## src/rtl/servo_pwm_pkg.sv

```systemverilog
// Shared defaults and helpers for the multi-channel servo PWM generator.
// Every servo_pwm_* file imports this package.
package servo_pwm_pkg;

  localparam int DEF_NUM_CH    = 4;
  localparam int DEF_TICK_DIV  = 100;
  localparam int DEF_PERIOD_US = 20000;
  localparam int DEF_MIN_US    = 1000;
  localparam int DEF_MAX_US    = 2000;
  localparam int DEF_PW_W      = 16;

  // A single channel still needs a one-bit index port.
  function automatic int ch_idx_w(input int n);
    return (n > 1) ? $clog2(n) : 1;
  endfunction

  localparam int DEF_CH_W = ch_idx_w(DEF_NUM_CH);

  function automatic int clamp_pw(input int pw, input int lo, input int hi);
    if (pw < lo) return lo;
    if (pw > hi) return hi;
    return pw;
  endfunction

endpackage

```

## src/rtl/servo_pwm_timebase.sv

```systemverilog
// Shared microsecond prescaler and frame counter.
// frame_start marks the first clk of every frame.
module servo_pwm_timebase
  import servo_pwm_pkg::*;
#(
  parameter int TICK_DIV  = DEF_TICK_DIV,
  parameter int PERIOD_US = DEF_PERIOD_US,
  parameter int PW_W      = DEF_PW_W
) (
  input  logic            clk,
  input  logic            rst,
  output logic            tick,
  output logic [PW_W-1:0] frame_cnt,
  output logic            frame_start
);

  localparam int PS_W = $clog2(TICK_DIV);

  logic [PS_W-1:0] r_presc;
  logic [PW_W-1:0] r_frameCnt;
  logic            r_frameStart;
  logic            w_wrap;

  assign tick        = (r_presc == PS_W'(TICK_DIV - 1));
  assign w_wrap      = tick && (r_frameCnt == PW_W'(PERIOD_US - 1));
  assign frame_cnt   = r_frameCnt;
  assign frame_start = r_frameStart;

  // The strobe is registered so that it lines up with the cycle where the counter reads zero.
  always_ff @(posedge clk) begin
    if (rst) begin
      r_presc      <= '0;
      r_frameCnt   <= '0;
      r_frameStart <= 1'b0;
    end else begin
      r_presc      <= tick ? '0 : r_presc + PS_W'(1);
      r_frameStart <= w_wrap;
      if (tick) begin
        r_frameCnt <= w_wrap ? '0 : r_frameCnt + PW_W'(1);
      end
    end
  end

endmodule

```

## src/rtl/servo_pwm_multi.sv

```systemverilog
// Multi-channel servo PWM generator with frame-synchronous width/enable updates.
// Pad-ready outputs: pwm_out is the data level and pwm_t is the tristate control.
module servo_pwm_multi
  import servo_pwm_pkg::*;
#(
  parameter int NUM_CH    = DEF_NUM_CH,
  parameter int TICK_DIV  = DEF_TICK_DIV,
  parameter int PERIOD_US = DEF_PERIOD_US,
  parameter int MIN_US    = DEF_MIN_US,
  parameter int MAX_US    = DEF_MAX_US,
  parameter int PW_W      = DEF_PW_W,
  localparam int CH_W     = ch_idx_w(NUM_CH)
) (
  input  logic              clk,
  input  logic              rst,
  input  logic              wr_valid,
  output logic              wr_ready,
  input  logic [CH_W-1:0]   wr_ch,
  input  logic [PW_W-1:0]   wr_pw,
  input  logic [NUM_CH-1:0] ch_en,
  output logic [NUM_CH-1:0] pwm_out,
  output logic [NUM_CH-1:0] pwm_t,
  output logic              frame_start
);

  localparam int MID_US = (MIN_US + MAX_US) / 2;

  if (!(NUM_CH >= 1 && NUM_CH <= 16 && TICK_DIV >= 2 && MIN_US >= 0 &&
        MIN_US <= MAX_US && MAX_US < PERIOD_US &&
        longint'(PERIOD_US) < (longint'(1) << PW_W))) begin : g_badParams
    $fatal(1, "servo_pwm_multi: illegal parameter combination");
  end

  logic            w_tick;
  logic            w_frameStart;
  logic [PW_W-1:0] w_frameCnt;
  logic [PW_W-1:0] w_clampedPw;
  logic            w_outEn;
  logic            r_tickD;

  servo_pwm_timebase #(
    .TICK_DIV  (TICK_DIV),
    .PERIOD_US (PERIOD_US),
    .PW_W      (PW_W)
  ) u_timebase (
    .clk         (clk),
    .rst         (rst),
    .tick        (w_tick),
    .frame_cnt   (w_frameCnt),
    .frame_start (w_frameStart)
  );

  assign wr_ready    = ~rst;
  assign frame_start = w_frameStart;
  assign w_clampedPw = PW_W'(clamp_pw(int'(wr_pw), MIN_US, MAX_US));
  // Comparator inputs only move after a tick or at a boundary, so the output flops idle otherwise.
  assign w_outEn     = r_tickD | w_frameStart;

  always_ff @(posedge clk) begin
    if (rst) begin
      r_tickD <= 1'b0;
    end else begin
      r_tickD <= w_tick;
    end
  end

  for (genvar i = 0; i < NUM_CH; i++) begin : g_ch
    logic [PW_W-1:0] r_pend;
    logic [PW_W-1:0] r_act;
    logic            r_actEn;
    logic            r_pwmOut;
    logic            r_pwmT;
    logic [PW_W-1:0] w_effW;
    logic            w_effEn;

    // In the boundary cycle the new frame already uses the pending values; later writes wait a frame.
    assign w_effW  = w_frameStart ? r_pend   : r_act;
    assign w_effEn = w_frameStart ? ch_en[i] : r_actEn;

    always_ff @(posedge clk) begin
      if (rst) begin
        r_pend   <= PW_W'(MID_US);
        r_act    <= PW_W'(MID_US);
        r_actEn  <= 1'b0;
        r_pwmOut <= 1'b0;
        r_pwmT   <= 1'b1;
      end else begin
        if (wr_valid && wr_ready && (wr_ch == CH_W'(i))) begin
          r_pend <= w_clampedPw;
        end
        if (w_frameStart) begin
          r_act   <= r_pend;
          r_actEn <= ch_en[i];
        end
        if (w_outEn) begin
          r_pwmOut <= w_effEn && (w_frameCnt < w_effW);
          r_pwmT   <= ~w_effEn;
        end
      end
    end

    assign pwm_out[i] = r_pwmOut;
    assign pwm_t[i]   = r_pwmT;
  end

endmodule

```

## config.mk

```make
export PLATFORM = sky130hd
export DESIGN_NAME = servo_pwm_multi
export DESIGN_NICKNAME = d
export VERILOG_FILES = /design/src/rtl/servo_pwm_pkg.sv /design/src/rtl/servo_pwm_timebase.sv /design/src/rtl/servo_pwm_multi.sv
export SDC_FILE = /design/constraint.sdc
export NUM_CORES = 1
export LEC_CHECK = 0
export ABC_AREA = 1
export CORE_MARGIN = 2
export CORE_UTILIZATION = 59
export DETAILED_ROUTE_END_ITERATION = 10
export GPL_TIMING_DRIVEN = 0
export PLACE_DENSITY = 0.78
export SYNTH_ARGS = -nofsm -noshare
export SYNTH_HDL_FRONTEND = slang
export SYNTH_SLANG_ARGS = --single-unit
```

## constraint.sdc

```tcl
create_clock -name clk -period 2.9 [get_ports clk]
set_input_delay 0.58 -clock clk [delete_from_list [all_inputs] [get_ports clk]]
set_output_delay 0.58 -clock clk [all_outputs]
set_load 0.05 [all_outputs]
```

==> results.md, run 1 <==
- Outcome: complete, no violations
- Cells along the critical path: clkdlybuf4s50_1 -> inv_1 -> clkbuf_2 -> clkdlybuf4s15_2
- Hold Crit Class: flip-flop to flip-flop
- Num rows: between 40 and 50
- Die Ht: 117 um
- Yosys reg bits: between 150 and 200
- Share of layout cells above drive strength 1: 0.0784
- Post-Syn Instances: approximately 940
- Detailed Routing Iterations Pass 1: 5
- Layout Utilization: 0.693
- Final-report hold violation count: 0
- Placed cell area: 0.00811 mm^2
- Leakage power: 3.50 nW
- IO Port Bufs: 34
- Core Region: 0.0126 mm^2
- FMAX: between 300 and 400 MHz
- Clk Latency, worst-skew pair: 0.43 ns
- Cell area after layout: 0.00871 mm^2
- P_int: between 3 and 4 mW
- Post-Synth Simple-Gate Area: 0.222
- Sw Ratio: 0.210
- Distinct cells, synth: 39
- # hold bufs at CTS: 0
- Clock Path Buffers: 2
- HPWL after DPL: ~13000 um
- Root buf cell: clkbuf_16
- CTS H-Tree Depth: 4
- Most used routing layer: met2
- Final Skew: about 0.010 ns
- Post-Syn Area: between 0.007 and 0.008 mm^2
- Final setup fails: 0
- Worst-margin pin slew: 0.741 ns
- Flop2flop setup slack: 0.18 ns
- Die ar.: 0.0137 mm^2
- CTS buffer count: 17
- M2 GR Usage: 0.470
- Pre-CTS setup slack: -0.607 ns
- Worst rel slew slack: 0.506
- Clock Power Share: 0.483
- Pwr Density: between 500 and 600 mW/mm^2
- First-pass GRT wire length: between 30000 and 40000 um
- Post-route setup TNS: 0 ns
- Slew Viols, Final: 0
- Hold endpoint: g_ch[3].r_pend[15]
- Synth Area in Compound Gates: 0.116
- Antenna diodes: 0
- Detailed Route WL: 18500 um
- Largest net degree at the start of global routing: 17
- Max cap viols: 0
- XOR/XNOR Fraction of Synth Area: 0.00232
- Synth Flop Type: dfxtp_1
- Post-synthesis mux area share: 0.0477
- Critical R2R Capture: g_ch[1].r_pwmOut
- Critical Path Source Type: primary input
- Post-synth EDFFs: 0
- Via count: 6360
- Wirelength per Cell: 15.6 um
- Most common cell after layout, fill and taps aside: nand2_1
- Top Ports: 35
- Area Overhead vs Synth: 15.4%
- CP endpoint kind: primary output
- Hold depth: 2
- Worst R2R Path Depth: 13
- Critical path class: primary input to primary output
- Chip Width: 117 um
- Clock sink count: 165
- Flop pwr share: 0.483
- Most frequent cells in the layout: nand2_1 (224), dfxtp_1 (164), a21oi_1 (87)
- Post-route ant nets: 0
- Vias in the first global route: 6054
- Post-route DRC: 0
- Post-CTS Setup Bufs: 0
- Reg clk slew, reported paths: ~0.060 ns
- All-Layer GR Usage: 0.291
- Reg2reg start: u_timebase.frame_start
- Met3 track demand over resource: 0.0489
- Fin crit period: roughly 2.7 ns
- Hold path startpoint: g_ch[3].r_pend[15]
- Switching power: 1.00 mW
- Starting Density: 0.601
- Seq/Total Area, Yosys: 0.437
- Worst VDD drop: 0.372 mV
- Worst path required time: 2.32 ns
- Worst-path fanout max: 13
- DRT iter0 DRCs: 540
- Mean Syn Cell Area: 8.00 um^2
- Crit path max-delay cell type: clkdlybuf4s50_1
- Vias per cell: 5.39
- Total grt overflow: 0
- Comb power frac: 0.034
- Final Worst Setup Slack: 0.157 ns
- RSZ-0062 raised after global routing: false
- Final GP Congestion: 0.891
- CP Data Arrival Time: 2.16 ns
- Largest family of logic cells by synthesized area: simple AND/OR/NAND/NOR gates
- Mapped Nets: between 1000 and 1500
- Critical Path Max Stage Delay: 0.50 ns
- Total power: 4.77 mW
- Ys async rst share: 0
- Routing usage on met1: 0.387
- Period Utilization, post-route: 0.946
- Nets: around 1100
- Yosys Warn Count: 0
- Post-Synth Adder-Cell Area: 0.103
- Initial antenna violation count: 0
- CTS tree: done
cell usage after synthesis, types with 5 or more instances:
| cell | instances | share of area |
|---|---|---|
| nand2_1 | 224 | 0.11 |
| dfxtp_1 | 165 | 0.44 |
| a21oi_1 | 87 | 0.058 |
| inv_1 | 82 | 0.041 |
| nor2_1 | 71 | 0.035 |
| ha_1 | 62 | 0.10 |
| o21ai_0 | 58 | 0.038 |
| mux2i_1 | 36 | 0.048 |
| nor3_1 | 33 | 0.022 |
| nand3_1 | 20 | 0.013 |
| clkbuf_1 | 15 | 0.0075 |
| buf_4 | 10 | 0.0099 |
| buf_2 | 9 | 0.0060 |
| nand4_1 | 9 | 0.0075 |
| buf_1 | 6 | 0.0030 |
| inv_2 | 6 | 0.0030 |
| nor3_2 | 6 | 0.0080 |
| a31oi_1 | 5 | 0.0041 |
critical path: cells and delay by family:
kind,cells,cell delay (ns)
buffers and inverters,4,1.58
state kept, by name, indices dropped and copies added, names as in the netlist:
signal                  flops
g_ch.r_actEn                4
g_ch.r_act                 64
g_ch.r_pwmOut               4
r_tickD                     1
u_timebase.frame_cnt       16
g_ch.r_pwmT                 4
g_ch.r_pend                64
u_timebase.r_presc          7
u_timebase.frame_start      1
routing by layer:
layer / vias to the layer above / routed length, um
li1: 3227 / -
met1: 2899 / 8350
met2: 189 / 8380
met3: 45 / 1120
met4: 0 / 604
met5: - / 0
stage by stage:
step | hold slack (ns) | std cells
2_1_floorplan | 0.418 | 944
4_1_cts | 0.443 | 1181
3_3_place_gp | 0.431 | 1150
3_5_place_dp | 0.434 | 1150
5_1_grt | 0.466 | 1180
6_report | 0.441 | 1180
area by class of cell:
cell class | count | area, um^2
Buffer | 39 | 201
Tap cell | 172 | 215
Timing Repair Buffer | 34 | 342
Fill cell | 1049 | 3850
Sequential cell | 165 | 3300
Multi-Input combinational cell | 649 | 3710
Clock buffer | 23 | 478
Inverter | 90 | 343
Clock inverter | 8 | 121
logic make-up (layout without fill, tap and decap cells):
group,count (synthesis),count (layout)
multiplexers,36,36
XOR/XNOR,2,2
adder cells (fa/ha/maj),62,62
AND/OR/NAND/NOR,383,383
AO/OA/AOI/OAI,166,166
buffers and inverters,130,194
flip-flops,165,165
worst max-delay path by stage:
stage | from | end | depth (start not counted)
final | rst | wr_ready | 4
after global routing | u_timebase.frame_start | g_ch[1].r_pwmOut | 13
after CTS | u_timebase.frame_start | g_ch[1].r_pwmOut | 13
after detailed placement | rst | wr_ready | 5
after global placement | rst | wr_ready | 5
after floorplan | u_timebase.frame_start | g_ch[1].r_pwmOut | 13
power by group through the flow:
stage                     logic (mW)  registers [mW]  clock network [mW]
after detailed placement       0.158            2.35                   0
after global placement         0.156            2.35                   0
final                          0.161            2.30                2.30
after CTS                      0.159            2.30                2.31
after floorplan               0.0839            2.35                   0
after global routing           0.175            2.31                2.41
timing repair:
| item | CTS | global route |
|---|---|---|
| gates cloned | 0 | 0 |
| gates resized for setup | 4 | 3 |
| endpoints found under the hold margin | 0 | 0 |
| endpoints found under the setup margin | 1 | 5 |
No activity file was read; power rests on OpenSTA's default activity.
==> run 2, diff against run 1 <==
--- a/config.mk
+++ b/config.mk
@@ -6,11 +6,14 @@
 export NUM_CORES = 1
 export LEC_CHECK = 0
 export ABC_AREA = 1
+export CAP_MARGIN = 20
 export CORE_MARGIN = 2
 export CORE_UTILIZATION = 59
+export CTS_BUF_LIST = sky130_fd_sc_hd__clkbuf_8
 export DETAILED_ROUTE_END_ITERATION = 10
 export GPL_TIMING_DRIVEN = 0
 export PLACE_DENSITY = 0.78
+export REMOVE_ABC_BUFFERS = 1
 export SYNTH_ARGS = -nofsm -noshare
 export SYNTH_HDL_FRONTEND = slang
 export SYNTH_SLANG_ARGS = --single-unit
==> run 2 against run 1 <==
Compared with the run above:
- final area shrank 3.0%
- hold slack gained 0.0024 ns
- worst setup slack lost 0.057 ns
- die area is the same
- clock power shrank 29%
- critical path depth is the same
- via count shrank 3.3%
- clock-buffer cell count shrank 4
- fmax shrank 2.0%
- combinational power shrank 3%
- total power shrank 14%
- core utilization shrank 2.1 points
==> results.md, run 2 (synthesis gave the netlist of run 1 again) <==
- Hold depth: 2 (unchanged)
- First-pass GRT wire length: 27800 um (was 30100 um)
- Critical path class: primary input to primary output (unchanged)
- Area Overhead vs Synth: 11.9% (was 15.4%)
- Final Skew: 0.0111 ns (was 0.0101 ns)
- Max cap viols: 0 (unchanged)
- IO Port Bufs: 34 (unchanged)
- # hold bufs at CTS: 0 (unchanged)
- Antenna diodes: 0 (unchanged)
- Post-route DRC: 0 (unchanged)
- Num rows: 41 (unchanged)
- Final setup fails: 0 (unchanged)
- Nets: 1052 (was 1083)
- Placed cell area: 0.00802 mm^2 (was 0.00811 mm^2)
- Die Ht: 117 um (unchanged)
- RSZ-0062 raised after global routing: false (unchanged)
- Post-route setup TNS: 0 ns (unchanged)
- Worst path required time: 2.32 ns (about the same)
- Clk Latency, worst-skew pair: 0.46 ns (was 0.43 ns)
- Root buf cell: clkbuf_8 (was clkbuf_16)
- Flop2flop setup slack: 0.38 ns (was 0.18 ns)
- Detailed Routing Iterations Pass 1: 6 (was 5)
- Core Region: 0.0126 mm^2 (unchanged)
- CTS buffer count: 17 (unchanged)
- Wirelength per Cell: 14.5 um (was 15.6 um)
- Pwr Density: 484 mW/mm^2 (was 547 mW/mm^2)
- Outcome: complete, no violations (unchanged)
- Final-report hold violation count: 0 (unchanged)
- Post-route ant nets: 0 (unchanged)
- Worst R2R Path Depth: 10 (was 13)
- CP Data Arrival Time: 2.22 ns (was 2.16 ns)
- Most frequent cells in the layout: nand2_1 (224), dfxtp_1 (164), a21oi_1 (87) (unchanged)
- CTS tree: done (unchanged)
- Fin crit period: 2.80 ns (was 2.74 ns)
- CTS H-Tree Depth: 4 (unchanged)
- Reg clk slew, reported paths: 0.08 ns (was 0.06 ns)
- Worst-path fanout max: 56 (was 13)
- Critical Path Source Type: primary input (unchanged)
- Final Worst Setup Slack: 0.0997 ns (was 0.157 ns)
- Most common cell after layout, fill and taps aside: nand2_1 (unchanged)
- Vias per cell: 5.35 (was 5.39)
- Pre-CTS setup slack: -0.574 ns (was -0.607 ns)
- Initial antenna violation count: 0 (unchanged)
- Hold Crit Class: flip-flop to flip-flop (unchanged)
- Leakage power: 3.36 nW (was 3.50 nW)
- CP endpoint kind: primary output (unchanged)
- Period Utilization, post-route: 0.966 (was 0.946)
- Clock sink count: 165 (unchanged)
- Share of layout cells above drive strength 1: 0.0736 (was 0.0784)
- Cell area after layout: 0.00845 mm^2 (was 0.00871 mm^2)
- HPWL after DPL: 11500 um (was 13300 um)
- Worst-margin pin slew: 0.726 ns (was 0.741 ns)
- Worst rel slew slack: 0.514 (was 0.506)
- Starting Density: 0.601 (unchanged)
- FMAX: 357 MHz (was 365 MHz)
- Chip Width: 117 um (unchanged)
- Worst VDD drop: 0.411 mV (was 0.372 mV)
- DRT iter0 DRCs: 376 (was 540)
- Vias in the first global route: 6021 (was 6054)
- Via count: 6151 (was 6360)
- Die ar.: 0.0137 mm^2 (unchanged)
- Total grt overflow: 0 (unchanged)
- Top Ports: 35 (unchanged)
- Largest net degree at the start of global routing: 57 (was 17)
- Final GP Congestion: 0.832 (was 0.891)
- Clock Path Buffers: 2 (unchanged)
- Slew Viols, Final: 0 (unchanged)
- All-Layer GR Usage: 0.262 (was 0.291)
- Detailed Route WL: 16700 um (was 18500 um)
## run 2: changes by cell type in the layout (fill, tap and decap cells not counted), moves of 3 or more
cell        before  now
buf_2            7    0
clkbuf_8         3   19
buf_4           10    1
buf_6            0    4
clkbuf_16       17    0
clkbuf_1        16    0
buf_16           0    3
buf_1            6    0
clkinvlp_4       1    4
## run 2: routing by layer
| metal | GRT usage | part of all wire | vias to the layer above |
|---|---|---|---|
| li1 | - | - | 3166 |
| met1 | 0.330 | 0.47 | 2831 |
| met2 | 0.447 | 0.47 | 124 |
| met3 | 0.0597 | 0.040 | 30 |
| met4 | 0.0839 | 0.018 | 0 |
| met5 | 0 | 0 | - |
## run 2: worst max-delay path: stages
cell,delay [ns]
buf_4,0.26
buf_16,0.27
inv_4,0.44
dlygate4sd2_1,0.59
## run 2: final cells by class
cell class	instances	area (um^2)
tap	172	215
fill	1069	4120
clock inverter	13	133
inverter	90	345
sequential	165	3310
clock buffer	19	262
timing repair buffer	42	482
multi-input combinational	649	3710
## run 2: per-stage QoR
| stage | util | total power [mW] | instances | hold WS, ns |
|---|---|---|---|---|
| floorplan | - | 2.41 | 904 | 0.418 |
| global placement | 0.629 | 2.50 | 1110 | 0.430 |
| detailed placement | 0.638 | 2.51 | 1116 | 0.435 |
| CTS | 0.671 | 4.12 | 1149 | 0.448 |
| global route | 0.672 | 4.23 | 1150 | 0.472 |
| finish | 0.672 | 4.09 | 1150 | 0.444 |
## run 2: path summary, 6_finish.rpt
| kind | from | end |
|---|---|---|
| worst max-delay path | rst | wr_ready |
| worst min-delay path | g_ch[0].r_pend[12] | g_ch[0].r_pend[12] |
| worst max register to register | u_timebase.frame_start | g_ch[1].r_pwmOut |
| worst min register to register | g_ch[0].r_pend[12] | g_ch[0].r_pend[12] |
## run 2: power by group
group          switching [mW]  internal, mW  leakage (nW)
Combinational          0.0966        0.0593          1.83
Sequential             0.0123          2.29          1.34
Clock                   0.828         0.803         0.193
## run 2: timing repair
item,4_1_cts,5_1_grt
setup endpoints to repair,19,1
setup buffers,1,0
resized for setup,2,1
==> run 3, diff against run 2 <==
--- a/config.mk
+++ b/config.mk
@@ -7,12 +7,14 @@
 export LEC_CHECK = 0
 export ABC_AREA = 1
 export CAP_MARGIN = 20
+export CELL_PAD_IN_SITES_DETAIL_PLACEMENT = 0
+export CELL_PAD_IN_SITES_GLOBAL_PLACEMENT = 2
 export CORE_MARGIN = 2
-export CORE_UTILIZATION = 59
+export CORE_UTILIZATION = 38
 export CTS_BUF_LIST = sky130_fd_sc_hd__clkbuf_8
 export DETAILED_ROUTE_END_ITERATION = 10
 export GPL_TIMING_DRIVEN = 0
-export PLACE_DENSITY = 0.78
+export PLACE_DENSITY_LB_ADDON = 0.1
 export REMOVE_ABC_BUFFERS = 1
 export SYNTH_ARGS = -nofsm -noshare
 export SYNTH_HDL_FRONTEND = slang
==> run 3 against run 2 <==
Compared with the run above:
- clock power rose by 11%
- fmax decreased by 0.33%
- combinational power grew 4%
- routed wire length grew 9.4%
- critical path type unchanged
- hold slack improved by 0.0012 ns
- largest power group unchanged
- clock-buffer cell count decreased by 1
- global-route usage shrank 8.1 points
==> results.md, run 3 (synthesis gave the netlist of run 1 again) <==
- Vias per cell: 4.86 (was 5.35)
- Switching power: 969 uW (was 937 uW)
- CP Data Arrival Time: 2.23 ns (was 2.22 ns)
- Reg2reg start: u_timebase.frame_start (unchanged)
- FMAX: 356 MHz (was 357 MHz)
- Slew Viols, Final: 0 (unchanged)
- Final setup fails: 0 (unchanged)
- Hold Crit Class: flip-flop to flip-flop (unchanged)
- Placed cell area: 0.00819 mm^2 (was 0.00802 mm^2)
- DP Cell Count: 1210 (was 1116)
- Vias in the first global route: 5919 (was 6021)
- Layout Utilization: 0.444 (was 0.672)
- Most common cell after layout, fill and taps aside: nand2_1 (unchanged)
- Clock Power Share: 0.424 (was 0.399)
- Comb power frac: 0.038 (about the same)
- Sw Ratio: 0.227 (was 0.229)
- Post-route DRC: 0 (unchanged)
- Final-report hold violation count: 0 (unchanged)
- Clk Latency, worst-skew pair: 0.45 ns (was 0.46 ns)
- Largest net degree at the start of global routing: 64 (was 57)
- Pre-CTS setup slack: -0.271 ns (was -0.574 ns)
- Die Ht: 145 um (was 117 um)
- Most frequent cells in the layout: nand2_1 (224), dfxtp_1 (164), a21oi_1 (87) (unchanged)
- CP Launch Point: rst (unchanged)
- Via count: 6037 (was 6151)
- CTS H-Tree Depth: 4 (unchanged)
- Worst-path fanout max: 43 (was 56)
- Max cap viols: 0 (unchanged)
- Detailed Routing Iterations Pass 1: 4 (was 6)
- Critical path endpoint: wr_ready (unchanged)
- Worst path required time: 2.32 ns (about the same)
- Clock Path Buffers: 2 (unchanged)
- Total power: 4.28 mW (was 4.09 mW)
- Flop2flop setup slack: 0.57 ns (was 0.38 ns)
- Post-route setup TNS: 0 ns (unchanged)
- Worst rel slew slack: 0.381 (was 0.514)
- Reg clk slew, reported paths: 0.08 ns (about the same)
- Period Utilization, post-route: 0.969 (was 0.966)
- Worst-margin pin slew: 0.926 ns (was 0.726 ns)
- Total grt overflow: 0 (unchanged)
- Die ar.: 0.0210 mm^2 (was 0.0137 mm^2)
- Flop pwr share: 0.538 (was 0.563)
- Leakage power: 3.41 nW (was 3.36 nW)
- P_int: 3.31 mW (was 3.15 mW)
- CP endpoint kind: primary output (unchanged)
- Wirelength per Cell: 14.7 um (was 14.5 um)
- Final Worst Setup Slack: 0.0904 ns (was 0.0997 ns)
- Final Skew: 0.0145 ns (was 0.0111 ns)
- Final GP Congestion: 0.820 (was 0.832)
- Share of layout cells above drive strength 1: 0.0716 (was 0.0736)
- DRT iter0 DRCs: 237 (was 376)
- Top Ports: 35 (unchanged)
- Worst VDD drop: 0.239 mV (was 0.411 mV)
- # hold bufs at CTS: 0 (unchanged)
- Root buf cell: clkbuf_8 (unchanged)
- Critical path class: primary input to primary output (unchanged)
- Worst R2R Path Depth: 10 (unchanged)
- Initial antenna violation count: 0 (unchanged)
- Clock sink count: 165 (unchanged)
- HPWL after DPL: 13000 um (was 11500 um)
- Starting Density: 0.388 (was 0.601)
- Critical Path Source Type: primary input (unchanged)
- Post-route ant nets: 0 (unchanged)
- Nets: 1052 (unchanged)
- First-pass GRT wire length: 30200 um (was 27800 um)
- Num rows: 51 (was 41)
- Area Overhead vs Synth: 14.4% (was 11.9%)
- Final Non-Filler Cells: 1243 (was 1150)
- RSZ-0062 raised after global routing: false (unchanged)
- Critical R2R Capture: g_ch[0].r_pwmOut (was g_ch[1].r_pwmOut)
- CTS tree: done (unchanged)
- Fin crit period: 2.81 ns (was 2.80 ns)
- Antenna diodes: 0 (unchanged)
- Chip Width: 145 um (was 117 um)
- Core Region: 0.0195 mm^2 (was 0.0126 mm^2)
- IO Port Bufs: 34 (unchanged)
- Pwr Density: 495 mW/mm^2 (was 484 mW/mm^2)
- Hold Slack: 0.445 ns (was 0.444 ns)
- Outcome: complete, no violations (unchanged)
- CTS buffer count: 17 (unchanged)
- Cell area after layout: 0.00864 mm^2 (was 0.00845 mm^2)
- Detailed Route WL: 18300 um (was 16700 um)
- All-Layer GR Usage: 0.181 (was 0.262)
run 3: changes by cell type in the layout (fill, tap and decap cells not counted), sizes merged:
cell           change
clkinv             -1
bufinv             +2
dlygate4sd2        -1
clkinvlp           -3
clkdlybuf4s50      +1
inv                +3
clkbuf             -1
run 3: power by group through the flow:
stage | Clock [mW] | Sequential, mW | Combinational, mW
after detailed placement | 0 | 2.35 | 0.166
final | 1.81 | 2.30 | 0.163
after global placement | 0 | 2.35 | 0.148
after global routing | 1.97 | 2.30 | 0.181
after floorplan | 0 | 2.35 | 0.0631
after CTS | 1.88 | 2.30 | 0.166
run 3: final cells by class:
cell class	count	area, um^2
fill	1975	10800
multi-input combinational	649	3730
sequential	165	3310
timing repair buffer	42	500
inverter	90	343
tap	265	332
clock buffer	18	248
clock inverter	14	185
run 3: routing by layer:
metal	track usage	vias up	share of wire
li1	-	3166	-
met1	0.227	2795	0.47
met2	0.319	55	0.49
met3	0.0292	21	0.018
met4	0.0564	0	0.014
met5	0	-	0
run 3: worst max-delay path: stages:
cell and delay (ns):
buf_4 0.25, inv_2 0.23, buf_12 0.26, clkdlybuf4s50_1 0.84
run 3: how the worst min path moves through the flow:
stage	start	to	slack [ns]	cells past startpoint
6_report	g_ch[3].r_pend[11]	g_ch[3].r_pend[11]	0.45	2
3_5_place_dp	g_ch[3].r_pend[11]	g_ch[3].r_pend[11]	0.44	2
4_1_cts	g_ch[3].r_pend[11]	g_ch[3].r_pend[11]	0.45	2
3_3_place_gp	u_timebase.r_presc[0]	u_timebase.r_presc[0]	0.43	1
5_1_grt	g_ch[0].r_pend[11]	g_ch[0].r_pend[11]	0.46	2
2_1_floorplan	u_timebase.r_presc[0]	u_timebase.r_presc[0]	0.42	1
run 3: what timing repair did:
| action | 4_1_cts | 5_1_grt |
|---|---|---|
| resized for setup | 0 | 1 |
| buffers inserted | 1 | 0 |
| endpoints found under the setup margin | 1 | 1 |
| gates cloned | 0 | 0 |
